===== src/rtl/adapter_pkg.sv =====
// Shared definitions for the adapter stream arbiter: FSM encoding, default pad
// value and a constant-evaluable ceil(log2) helper.
package adapter_pkg;

    typedef enum logic [1:0] {
        ST_IDLE  = 2'd0,
        ST_GRANT = 2'd1,
        ST_PAD   = 2'd2
    } state_t;

    localparam int unsigned DEFAULT_PAD_VALUE = 0;

    function automatic int unsigned clog2(input int unsigned value);
        int unsigned res;
        res = 0;
        for (int unsigned i = 0; i < 32; i++) begin
            if ((64'd1 << i) < 64'(value)) begin
                res = i + 1;
            end
        end
        return res;
    endfunction

endpackage


===== src/rtl/adapter_stream_arbiter_rr_pick.sv =====
// Combinational round-robin pick: first asserted request at or after ptr,
// wrapping modulo NUM_SRC.
module rr_pick
    import adapter_pkg::*;
#(
    parameter int unsigned NUM_SRC = 4,
    localparam int unsigned SRC_W = clog2(NUM_SRC)
) (
    input  logic [NUM_SRC-1:0] req,
    input  logic [SRC_W-1:0]   ptr,
    output logic               found,
    output logic [SRC_W-1:0]   idx
);

    int unsigned pos;

    // Walk offsets from farthest to nearest so the nearest hit wins.
    always_comb begin
        found = 1'b0;
        idx   = '0;
        pos   = 0;
        for (int k = int'(NUM_SRC) - 1; k >= 0; k--) begin
            pos = 32'(ptr) + 32'(k);
            if (pos >= NUM_SRC) begin
                pos = pos - NUM_SRC;
            end
            if (req[SRC_W'(pos)]) begin
                found = 1'b1;
                idx   = SRC_W'(pos);
            end
        end
    end

endmodule


===== src/rtl/adapter_stream_arbiter.sv =====
// Packet-granular round-robin arbiter in front of the n->2n packer; pads
// odd-length packets with one filler beat so the packer always sees pairs.
module adapter_stream_arbiter
    import adapter_pkg::*;
#(
    parameter int unsigned NUM_SRC = 4,
    parameter int unsigned WIDTH_DIN = 8,
    parameter logic [WIDTH_DIN-1:0] PAD_VALUE = WIDTH_DIN'(DEFAULT_PAD_VALUE),
    localparam int unsigned SRC_W = clog2(NUM_SRC)
) (
    input  logic                         clk,
    input  logic                         rst,
    input  logic [NUM_SRC-1:0]           src_vld,
    input  logic [NUM_SRC-1:0]           src_last,
    input  logic [NUM_SRC*WIDTH_DIN-1:0] src_data,
    output logic [NUM_SRC-1:0]           src_rdy,
    output logic                         dout_vld,
    output logic                         dout_last,
    output logic [WIDTH_DIN-1:0]         dout,
    output logic [SRC_W-1:0]             dout_src,
    output logic                         dout_pad
);

    state_t               state;
    logic [SRC_W-1:0]     gnt;
    logic [SRC_W-1:0]     rr_ptr;
    logic                 par;

    logic                 pick_found;
    logic [SRC_W-1:0]     pick_idx;
    logic                 gnt_vld;
    logic                 gnt_last;
    logic [WIDTH_DIN-1:0] gnt_data;
    logic [SRC_W-1:0]     gnt_next;

    rr_pick #(
        .NUM_SRC (NUM_SRC)
    ) u_rr_pick (
        .req   (src_vld),
        .ptr   (rr_ptr),
        .found (pick_found),
        .idx   (pick_idx)
    );

    // Mux the granted source's beat.
    always_comb begin
        gnt_vld  = src_vld[gnt];
        gnt_last = src_last[gnt];
        gnt_data = '0;
        for (int i = 0; i < int'(NUM_SRC); i++) begin
            if (gnt == SRC_W'(i)) begin
                gnt_data = src_data[i*WIDTH_DIN +: WIDTH_DIN];
            end
        end
    end

    assign gnt_next = (gnt == SRC_W'(NUM_SRC - 1)) ? '0 : gnt + SRC_W'(1);

    // Ready depends only on state and grant, never on src_vld.
    always_comb begin
        src_rdy = '0;
        if (state == ST_GRANT) begin
            src_rdy[gnt] = 1'b1;
        end
    end

    always_ff @(posedge clk) begin
        if (rst) begin
            state     <= ST_IDLE;
            gnt       <= '0;
            rr_ptr    <= '0;
            par       <= 1'b0;
            dout_vld  <= 1'b0;
            dout_last <= 1'b0;
            dout      <= '0;
            dout_src  <= '0;
            dout_pad  <= 1'b0;
        end else begin
            dout_vld  <= 1'b0;
            dout_last <= 1'b0;
            dout_pad  <= 1'b0;
            unique case (state)
                ST_IDLE: begin
                    if (pick_found) begin
                        gnt   <= pick_idx;
                        par   <= 1'b0;
                        state <= ST_GRANT;
                    end
                end
                ST_GRANT: begin
                    if (gnt_vld) begin
                        dout     <= gnt_data;
                        dout_vld <= 1'b1;
                        dout_src <= gnt;
                        par      <= ~par;
                        // par=1 here means this beat makes the packet even.
                        if (gnt_last && par) begin
                            dout_last <= 1'b1;
                            rr_ptr    <= gnt_next;
                            state     <= ST_IDLE;
                        end else if (gnt_last) begin
                            state <= ST_PAD;
                        end
                    end
                end
                ST_PAD: begin
                    dout      <= PAD_VALUE;
                    dout_vld  <= 1'b1;
                    dout_last <= 1'b1;
                    dout_pad  <= 1'b1;
                    dout_src  <= gnt;
                    rr_ptr    <= gnt_next;
                    state     <= ST_IDLE;
                end
                default: begin
                    state <= ST_IDLE;
                end
            endcase
        end
    end

endmodule

===== config.mk =====
export PLATFORM = sky130hd
export DESIGN_NAME = adapter_stream_arbiter
export DESIGN_NICKNAME = d
export VERILOG_FILES = /design/src/rtl/adapter_pkg.sv /design/src/rtl/adapter_stream_arbiter_rr_pick.sv /design/src/rtl/adapter_stream_arbiter.sv
export SDC_FILE = /design/constraint.sdc
export NUM_CORES = 1
export LEC_CHECK = 0
export CAP_MARGIN = 30
export CORE_MARGIN = 3
export CORE_UTILIZATION = 40
export CTS_CLUSTER_DIAMETER = 100
export DETAILED_ROUTE_END_ITERATION = 10
export GPL_ROUTABILITY_DRIVEN = 0
export PLACE_DENSITY_LB_ADDON = 0.1
export SLEW_MARGIN = 20
export SYNTH_ARGS = -nofsm -noshare
export SYNTH_HDL_FRONTEND = slang
export SYNTH_SLANG_ARGS = --single-unit
export TNS_END_PERCENT = 5

===== constraint.sdc =====
create_clock -name clk -period 2.2 [get_ports clk]
set_input_delay 0.44 -clock clk [delete_from_list [all_inputs] [get_ports clk]]
set_output_delay 0.44 -clock clk [all_outputs]
set_load 0.02 [all_outputs]

==> After elaboration in Yosys (flattened, before gate mapping) <==
Index checks and enable logic that the tools add are counted.
{ "word_totals": {"mem_count": 0, "mem_bits_ro": 0, "latch_bits": 0, "regBits": 20, "out_inout_bits": 17, "ram_bits": 0} }
{ "op_classes": {"muxes": 53, "multipliers": 0, "div": 0, "order_cmp": 10, "n_eq_ne": 9, "shifts": 0, "n_bitwise": 1, "n_addsub": 8, "n_reduce_logical": 11} }
{ "op_table": {"columns": ["operator", "count"], "rows": [
  ["8-bit 2-to-1 mux", 5],
  ["2-bit 2-to-1 mux", 16],
  ["1-bit 2-to-1 mux", 17],
  ["8-bit case mux with 2 select lines", 1],
  ["2-bit by 3-bit < comparator with 1-bit output (second input constant)", 5],
  ["1-bit binary-select mux with 2-bit select", 6],
  ["2-bit case mux with 2 select lines", 3],
  ["3-bit >= comparator (second input constant)", 3],
  ["3-bit AND reduction", 3],
  ["2-bit by 1-bit subtractor with 2-bit output (second input constant)", 4],
  ["2-bit by 2-bit adder with 3-bit output (second input constant)", 2],
  ["2-bit == test (second input constant)", 3],
  ["1-bit case mux with 2 select lines", 3],
  ["2-bit by 1-bit == test with 1-bit output (second input constant)", 2],
  ["2-bit zero test", 2],
  ["4-bit 2-to-1 mux", 1],
  ["2-bit inequality test (second input constant)", 2],
  ["2-bit AND reduction", 2],
  ["2-bit nonzero test", 2],
  ["2-bit by 1-bit adder with 3-bit output (second input constant)", 1],
  ["2-bit by 3-bit >= comparator with 1-bit output (second input constant)", 1],
  ["3-bit by 2-bit inequality test with 1-bit output (second input constant)", 1],
  ["2-bit by 1-bit adder with 2-bit output (second input constant)", 1],
  ["1-bit demux with 2-bit select", 1],
  ["4 further kinds", 5]
]} }

==> Depth between registers and ports, before layout <==
Gate-level depths: netlist of run 1.
{ "depth": {"word_depth": 11, "depth_mapped": 9, "ltp_nobuf": 6} }

==> Modules after synthesis <==
A second synthesis of run 1 with hierarchy kept.
{ "hier_totals": {"cells_unflattened": 174, "area_unflattened_um2": 1390.1} }
{ "modules_own_cells": {"columns": ["mod", "seq_area_each_um2", "cells_each", "instances", "area_per_inst_um2"], "rows": [
  ["adapter_stream_arbiter", 400.4, 161, 1, 1312.5],
  ["rr_pick", 0.0, 13, 1, 77.6]
]} }

==> Worst setup path before layout of run 1 <==
Ideal clock, no wire load.
{ "synth_timing": {"path_kind": "register to output", "from": "register gnt[0]", "to": "output src_rdy[2]", "path_stages_with_launch": 7, "arrival_time_ps": 1424, "setup_slack_ps": 336, "cell_sequence": "dfxtp_1 > buf_6 > inv_1 > ha_1 > clkbuf_1 > clkbuf_1 > and2_1"} }
{ "synth_between": {"elab_chain_len": 5} }
{ "synth_lines": {"columns": ["item", "line_no", "source"], "rows": [
  ["from (decl)", "adapter_stream_arbiter.sv:25", "logic [SRC_W-1:0] gnt;"],
  ["from (signal assigned)", "adapter_stream_arbiter.sv:85", "gnt <= pick_idx;"],
  ["2-bit by 3-bit < comparator with 1-bit output (not written as such) or 2-bit by 1-bit >= comparator with 1-bit output (tied branches)", "adapter_stream_arbiter.sv:63", "src_rdy[gnt] = 1'b1;"],
  ["1-bit logical AND (not written as such)", "adapter_stream_arbiter.sv:63", null],
  ["1-bit 2-to-1 mux (not written as such)", "adapter_stream_arbiter.sv:63", null],
  ["1-bit demux with 2-bit select (*)", "adapter_stream_arbiter.sv:63", null],
  ["4-bit 2-to-1 mux (*)", "adapter_stream_arbiter.sv:62", "if (state == ST_GRANT) begin"],
  ["to (decl)", "adapter_stream_arbiter.sv:16", "output logic [NUM_SRC-1:0] src_rdy,"]
]} }
Mark *: on every way between the ends. The rest lies on a longest branch, timed or not.

==> Worst setup path in the final report of run 1 <==
{ "layout_timing": {"from": "register state[1]", "to": "output src_rdy[1]"} }
{ "layout_between": {"elab_chain_len": 2} }
{ "layout_lines": {"columns": ["item", "line_no", "source"], "rows": [
  ["from (decl)", "adapter_stream_arbiter.sv:24", "state_t state;"],
  ["from (signal assigned)", "adapter_stream_arbiter.sv:69", "state <= ST_IDLE;"],
  ["from (signal assigned)", "adapter_stream_arbiter.sv:87", "state <= ST_GRANT;"],
  ["from (signal assigned)", "adapter_stream_arbiter.sv:100", "state <= ST_IDLE;"],
  ["2-bit by 1-bit == test with 1-bit output", "adapter_stream_arbiter.sv:62", null],
  ["4-bit 2-to-1 mux", "adapter_stream_arbiter.sv:62", null]
]} }
Every way passes these cells.

==> flow_summary.ini, run 1 <==
[global_routing]
grt_pass1_wl_um = 6270
gr-total-overflow = 0
grt_pass1_vias = 1396
grt_use_total_pct = 18.6
grt_max_degree = 18
antenna_found_initial = 0

[critical_path]
crit_fanout = 11
arrival_ns = 1.46
required_ns = 1.76
cpPeakStageDelay_ns = 0.37
start_kind = flip-flop
critPathSlowestCell = dfxtp_1
cp_cell_sequence = inv_1 > ha_4 > and2_1 > dlygate4sd2_1
path_buf_inv = 2
path_delay_family = buffers and inverters
cp-end-kind = output port
crit_type = reg2out

[route]
drt-vias-per-instance = 5.33
ant_nets = 0
drtPass1Iterations = 4
top_layer = met4
wire_per_inst_um = 14.2
wl_met1_um = 1680
wl_met3_um = 297
wirelength_um = 3970
vias = 1493
drc = 0
drtIter0Drc = 77
routed-wl-met2_um = 1960

[synthesis]
synth_top_family_by_area = compound AO/OA/AOI/OAI gates
synth_seq_area_share_pct = 28.3
syn_area_mm2 = 0.00141
synth-edff-count = 0
synth-simple-area-share_pct = 20.7
synth_fa_ha_area_share_pct = 6.19
synthCells = 177
synth_warnings = 0
ys_ff_latch = 20
synthArstFlopShare_pct = 0
synth.area.mux_share_pct = 5.31
ys_types = 40
syn_nets = 226
synthFlopType = dfxtp_1
synth-compound-area-share_pct = 30.2
synthXorXnorAreaFrac_pct = 0.619
avgSynthCellArea_um2 = 7.99

[timing]
period_share_pct = 86.4
final-setup-viol-count = 0
fmax_ghz = 0.526
drv_slew = 0
rsz0062_at_grt = no
clock_skew_ns = 0.000369
setup_tns_ns = 0
worstMarginPinSlew_ns = 0.452
layout_min_cycle_time_ns = 1.90
hold_viol_final = 0
slew_headroom_pct = 69.9
whs_ns = 0.458

[floorplan]
top_level_ports = 59
core_mm2 = 0.00320
start_util_pct = 44.1
die_y_um = 65.5
die_width_um = 65.5
die-area_mm2 = 0.00428
fp-row-count = 20

[power]
total_power_uw = 1420
power_frac_seq_pct = 32.6
p_sw_uw = 492
ir_drop_mv = 0.392
power.density_mw_per_mm2 = 662
power_frac_clock_pct = 21.5
p_leak_uw = 0.000871
switching_share_pct = 34.7
p_int_uw = 924
p_comb_share_pct = 45.9

[place]
dpl.cell_count = 276
io_buffers = 58
place_area_mm2 = 0.00206
dp_hpwl_um = 3160

[clocking]
htreeDepth = 1
clk_transition_reported_paths_ns = 0.12
insertion_delay_ns = 0.31
root_buffer = clkbuf_4
cts_inserted_buffers = 3
clock_sinks = 20
cts_tree = yes
hold_buffers = 0
clockBufferDepth = 2

[cells_and_area]
antenna_cells = 0
fin_nets = 286
nFillCells = 294
fin_cells = 280
drive_above_1_share_pct = 8.47
multi_input_area_um2 = 903
area_delta_synth_final_pct = 51.2
final_cell_area_mm2 = 0.00214
regArea_um2 = 405

[hold_path]
hold_path_class = reg2reg

[job]
maxCapViolCount = 0

[run_status]
status = finished, final reports clean
## area by class of cell
cell class | instances | share of cell area [%]
clock buffer | 3 | 1.05
clock inverter | 1 | 1.40
inverter | 18 | 3.16
multi-input combinational | 127 | 42.2
sequential | 20 | 19.0
tap | 44 | 2.57
timing repair buffer | 67 | 30.6
## power groups by stage
stage | combinational (µW) | sequential [µW] | clock (µW)
global placement | 625 | 463 | 0
floorplan | 381 | 479 | 0
finish | 650 | 461 | 304
detailed placement | 640 | 465 | 0
CTS | 651 | 460 | 308
global route | 714 | 468 | 321
## flip-flops by register name (all words and copies together), names as in the netlist
name,count
dout,8
dout_src,2
gnt,2
rr_ptr,2
state,2
dout_last,1
dout_pad,1
dout_vld,1
par,1
## cell usage in the layout, fill, tap and decap left out, drive strengths merged, types with 2 or more instances in the layout
master	n
a211o	2
a21boi	2
a21oi	21
a221oi	8
a31oi	3
and2	13
buf	9
clkbuf	3
clkdlybuf4s50	54
dfxtp	20
dlymetal6s2s	3
ha	7
inv	17
mux2i	3
mux4	2
nand2	16
nand2b	2
nand3b	8
nor2	4
nor2b	2
nor4b	2
o2111ai	3
o211a	2
o211ai	9
o21ai	4
or4	2
## layer usage
layer	vias to the layer above	GRT usage, %
li1	761	-
met1	678	24.1
met2	52	31.0
met3	2	4.96
met4	0	3.89
met5	-	0
## what timing repair did
item	4_1_cts	5_1_grt
setup endpoints to repair	4	3
gates resized for setup	4	5
endpoints found under the hold margin	0	0
setup buffers	0	0
## worst paths after layout
check	startpoint	endpoint	slack [ns]	cells past startpoint
min reg2reg	dout[0]	dout[0]	0.46	2
min	dout[0]	dout[0]	0.46	2
max	state[1]	src_rdy[1]	0.30	4
max reg2reg	gnt[1]	dout[7]	0.45	7
## worst reg2reg max path: stages, from the launching register on
cell	delay [ns]
dfxtp_4	0.42
inv_1	0.07
ha_1	0.19
buf_4	0.18
nand3b_1	0.16
a221oi_1	0.38
o211ai_1	0.13
a21oi_1	0.15
## cells in the mapped netlist, drive strengths merged, types with 2 or more instances
master | n | area, µm²
nand2b | 2 | 12.5
a31oi | 3 | 18.8
o21ai | 4 | 20.0
clkbuf | 9 | 33.8
a21boi | 2 | 15.0
or4 | 2 | 15.0
nand3b | 8 | 60.1
o211ai | 9 | 67.6
nor2 | 4 | 15.0
nand2 | 16 | 60.1
o2111ai | 3 | 26.3
a221oi | 8 | 70.1
mux4 | 2 | 45.0
and2 | 13 | 81.3
dfxtp | 20 | 400
nor2b | 2 | 12.5
inv | 17 | 63.8
ha | 7 | 87.6
mux2i | 3 | 30.0
o211a | 2 | 20.0
nor4b | 2 | 17.5
a211o | 2 | 17.5
buf | 3 | 21.3
a21oi | 21 | 105
## per-stage QoR
stage	worst slack [ns]	utilization [%]
after floorplan	0.336	-
after global placement	0.0975	64.4
after detailed placement	0.0596	64.4
after CTS	0.0175	66.4
after global routing	0.217	66.8
final	0.299	66.8
## kinds of logic after synthesis
family,Yosys count
buf+inv,30
flops,20
simple gates,52
compound gates,62
fa+ha+maj,7
mux,5
xor+xnor,1
No activity file was read; power rests on OpenSTA's default activity.
==> inputs of run 2 (changes only) <==
Settings changed: HOLD_SLACK_MARGIN from default to 0.02, MAX_ROUTING_LAYER from default to met4.
==> flow_summary.ini, run 2 (same netlist as run 1, synthesis figures left out) <==
[run_status]
status = finished, final reports clean

[global_routing]
grt_pass1_wl_um = 6270
grt_pass1_vias = 1393
grt_use_total_pct = 19.1
antenna_found_initial = 0
grt_max_degree = 18
use_met1_pct = 24.5
top_usage_layer = met2
met3_usage_pct = 4.62
met2_usage_pct = 30.8
gr-total-overflow = 0

[power]
p_leak_uw = 0.000871
power.density_mw_per_mm2 = 662
total_power_uw = 1420
ir_drop_mv = 0.392

[floorplan]
fp-row-count = 20
top_level_ports = 59
die_width_um = 65.5
core_mm2 = 0.00320
die-area_mm2 = 0.00428
start_util_pct = 44.1
die_y_um = 65.5

[route]
drt-vias-per-instance = 5.35
drc = 0
ant_nets = 0
drtPass1Iterations = 4
drtIter0Drc = 77
vias = 1497
wire_per_inst_um = 14.2
wirelength_um = 3970

[hold_path]
hold_path_class = reg2reg

[clocking]
clockBufferDepth = 2
hold_buffers = 0
cts_tree = yes
root_buffer = clkbuf_4
clk_transition_reported_paths_ns = 0.12
clock_sinks = 20
cts_inserted_buffers = 3
htreeDepth = 1
insertion_delay_ns = 0.31

[critical_path]
cp-end-kind = output port
start_kind = flip-flop
crit_fanout = 11
reg2reg_slack_ns = 0.45
arrival_ns = 1.47
crit_type = reg2out
required_ns = 1.76

[place]
io_buffers = 58
dp_hpwl_um = 3160

[cells_and_area]
area_delta_synth_final_pct = 51.2
drive_above_1_share_pct = 8.47
antenna_cells = 0
layout_commonest_cell = clkdlybuf4s50_1
fin_nets = 286
nFillCells = 294
largest_reg_flops = 8
final_cell_mix = clkdlybuf4s50_1 (54), a21oi_1 (21), dfxtp_1 (18)
regMostFlops = dout

[timing]
fmax_ghz = 0.525
layout_min_cycle_time_ns = 1.91
setup_tns_ns = 0
rsz0062_at_grt = no
clock_skew_ns = 0.000762
worstMarginPinSlew_ns = 0.450
period_share_pct = 86.6
final-setup-viol-count = 0
slew_headroom_pct = 70.0
hold_viol_final = 0
drv_slew = 0

[job]
maxCapViolCount = 0
-- run 2: final timing paths --
kind                               start         end  cells past startpoint
worst max register to register    gnt[1]     dout[7]                      7
worst min register to register   dout[0]     dout[0]                      2
worst max-delay path            state[1]  src_rdy[1]                      4
worst min-delay path             dout[0]     dout[0]                      2
-- run 2: what timing repair did --
item	in CTS	in global routing
buffers inserted	0	0
setup endpoints to repair	4	3
gates resized for setup	4	5
-- run 2: worst max-delay path: stages, from the launching register on --
cell           delay (ns)
dfxtp_1              0.37
inv_1                0.09
ha_4                 0.21
and2_1               0.16
dlygate4sd2_1        0.32
-- run 2: per-stage QoR --
step,util (%),hold slack [ns],worst slack [ns],cells,instance area (µm²)
3_3_place_gp,64.4,0.441,0.0975,276,2060
6_report,66.8,0.458,0.295,280,2140
2_1_floorplan,-,0.466,0.336,177,1410
4_1_cts,66.4,0.461,0.0175,280,2130
3_5_place_dp,64.4,0.445,0.0596,276,2060
5_1_grt,66.8,0.480,0.217,280,2140
-- run 2: metal layers --
metal	share of wire (%)	routed length (µm)
met5	0	0
met4	0.73	29
met3	7.3	288
met2	49	1960
met1	43	1690
-- run 2: area by class of cell --
class	instances	area [µm²]	share of cell area [%]
Clock buffer	3	22.5	1.05
Sequential cell	20	405	19.0
Multi-Input combinational cell	127	903	42.2
Timing Repair Buffer	67	654	30.6
Tap cell	44	55.1	2.57
Inverter	18	67.6	3.16
Clock inverter	1	30.0	1.40
-- run 2: where the power goes --
group	switching [µW]	internal (µW)
Sequential	48.4	413
Combinational	323	326
Clock	121	184
Total	492	924
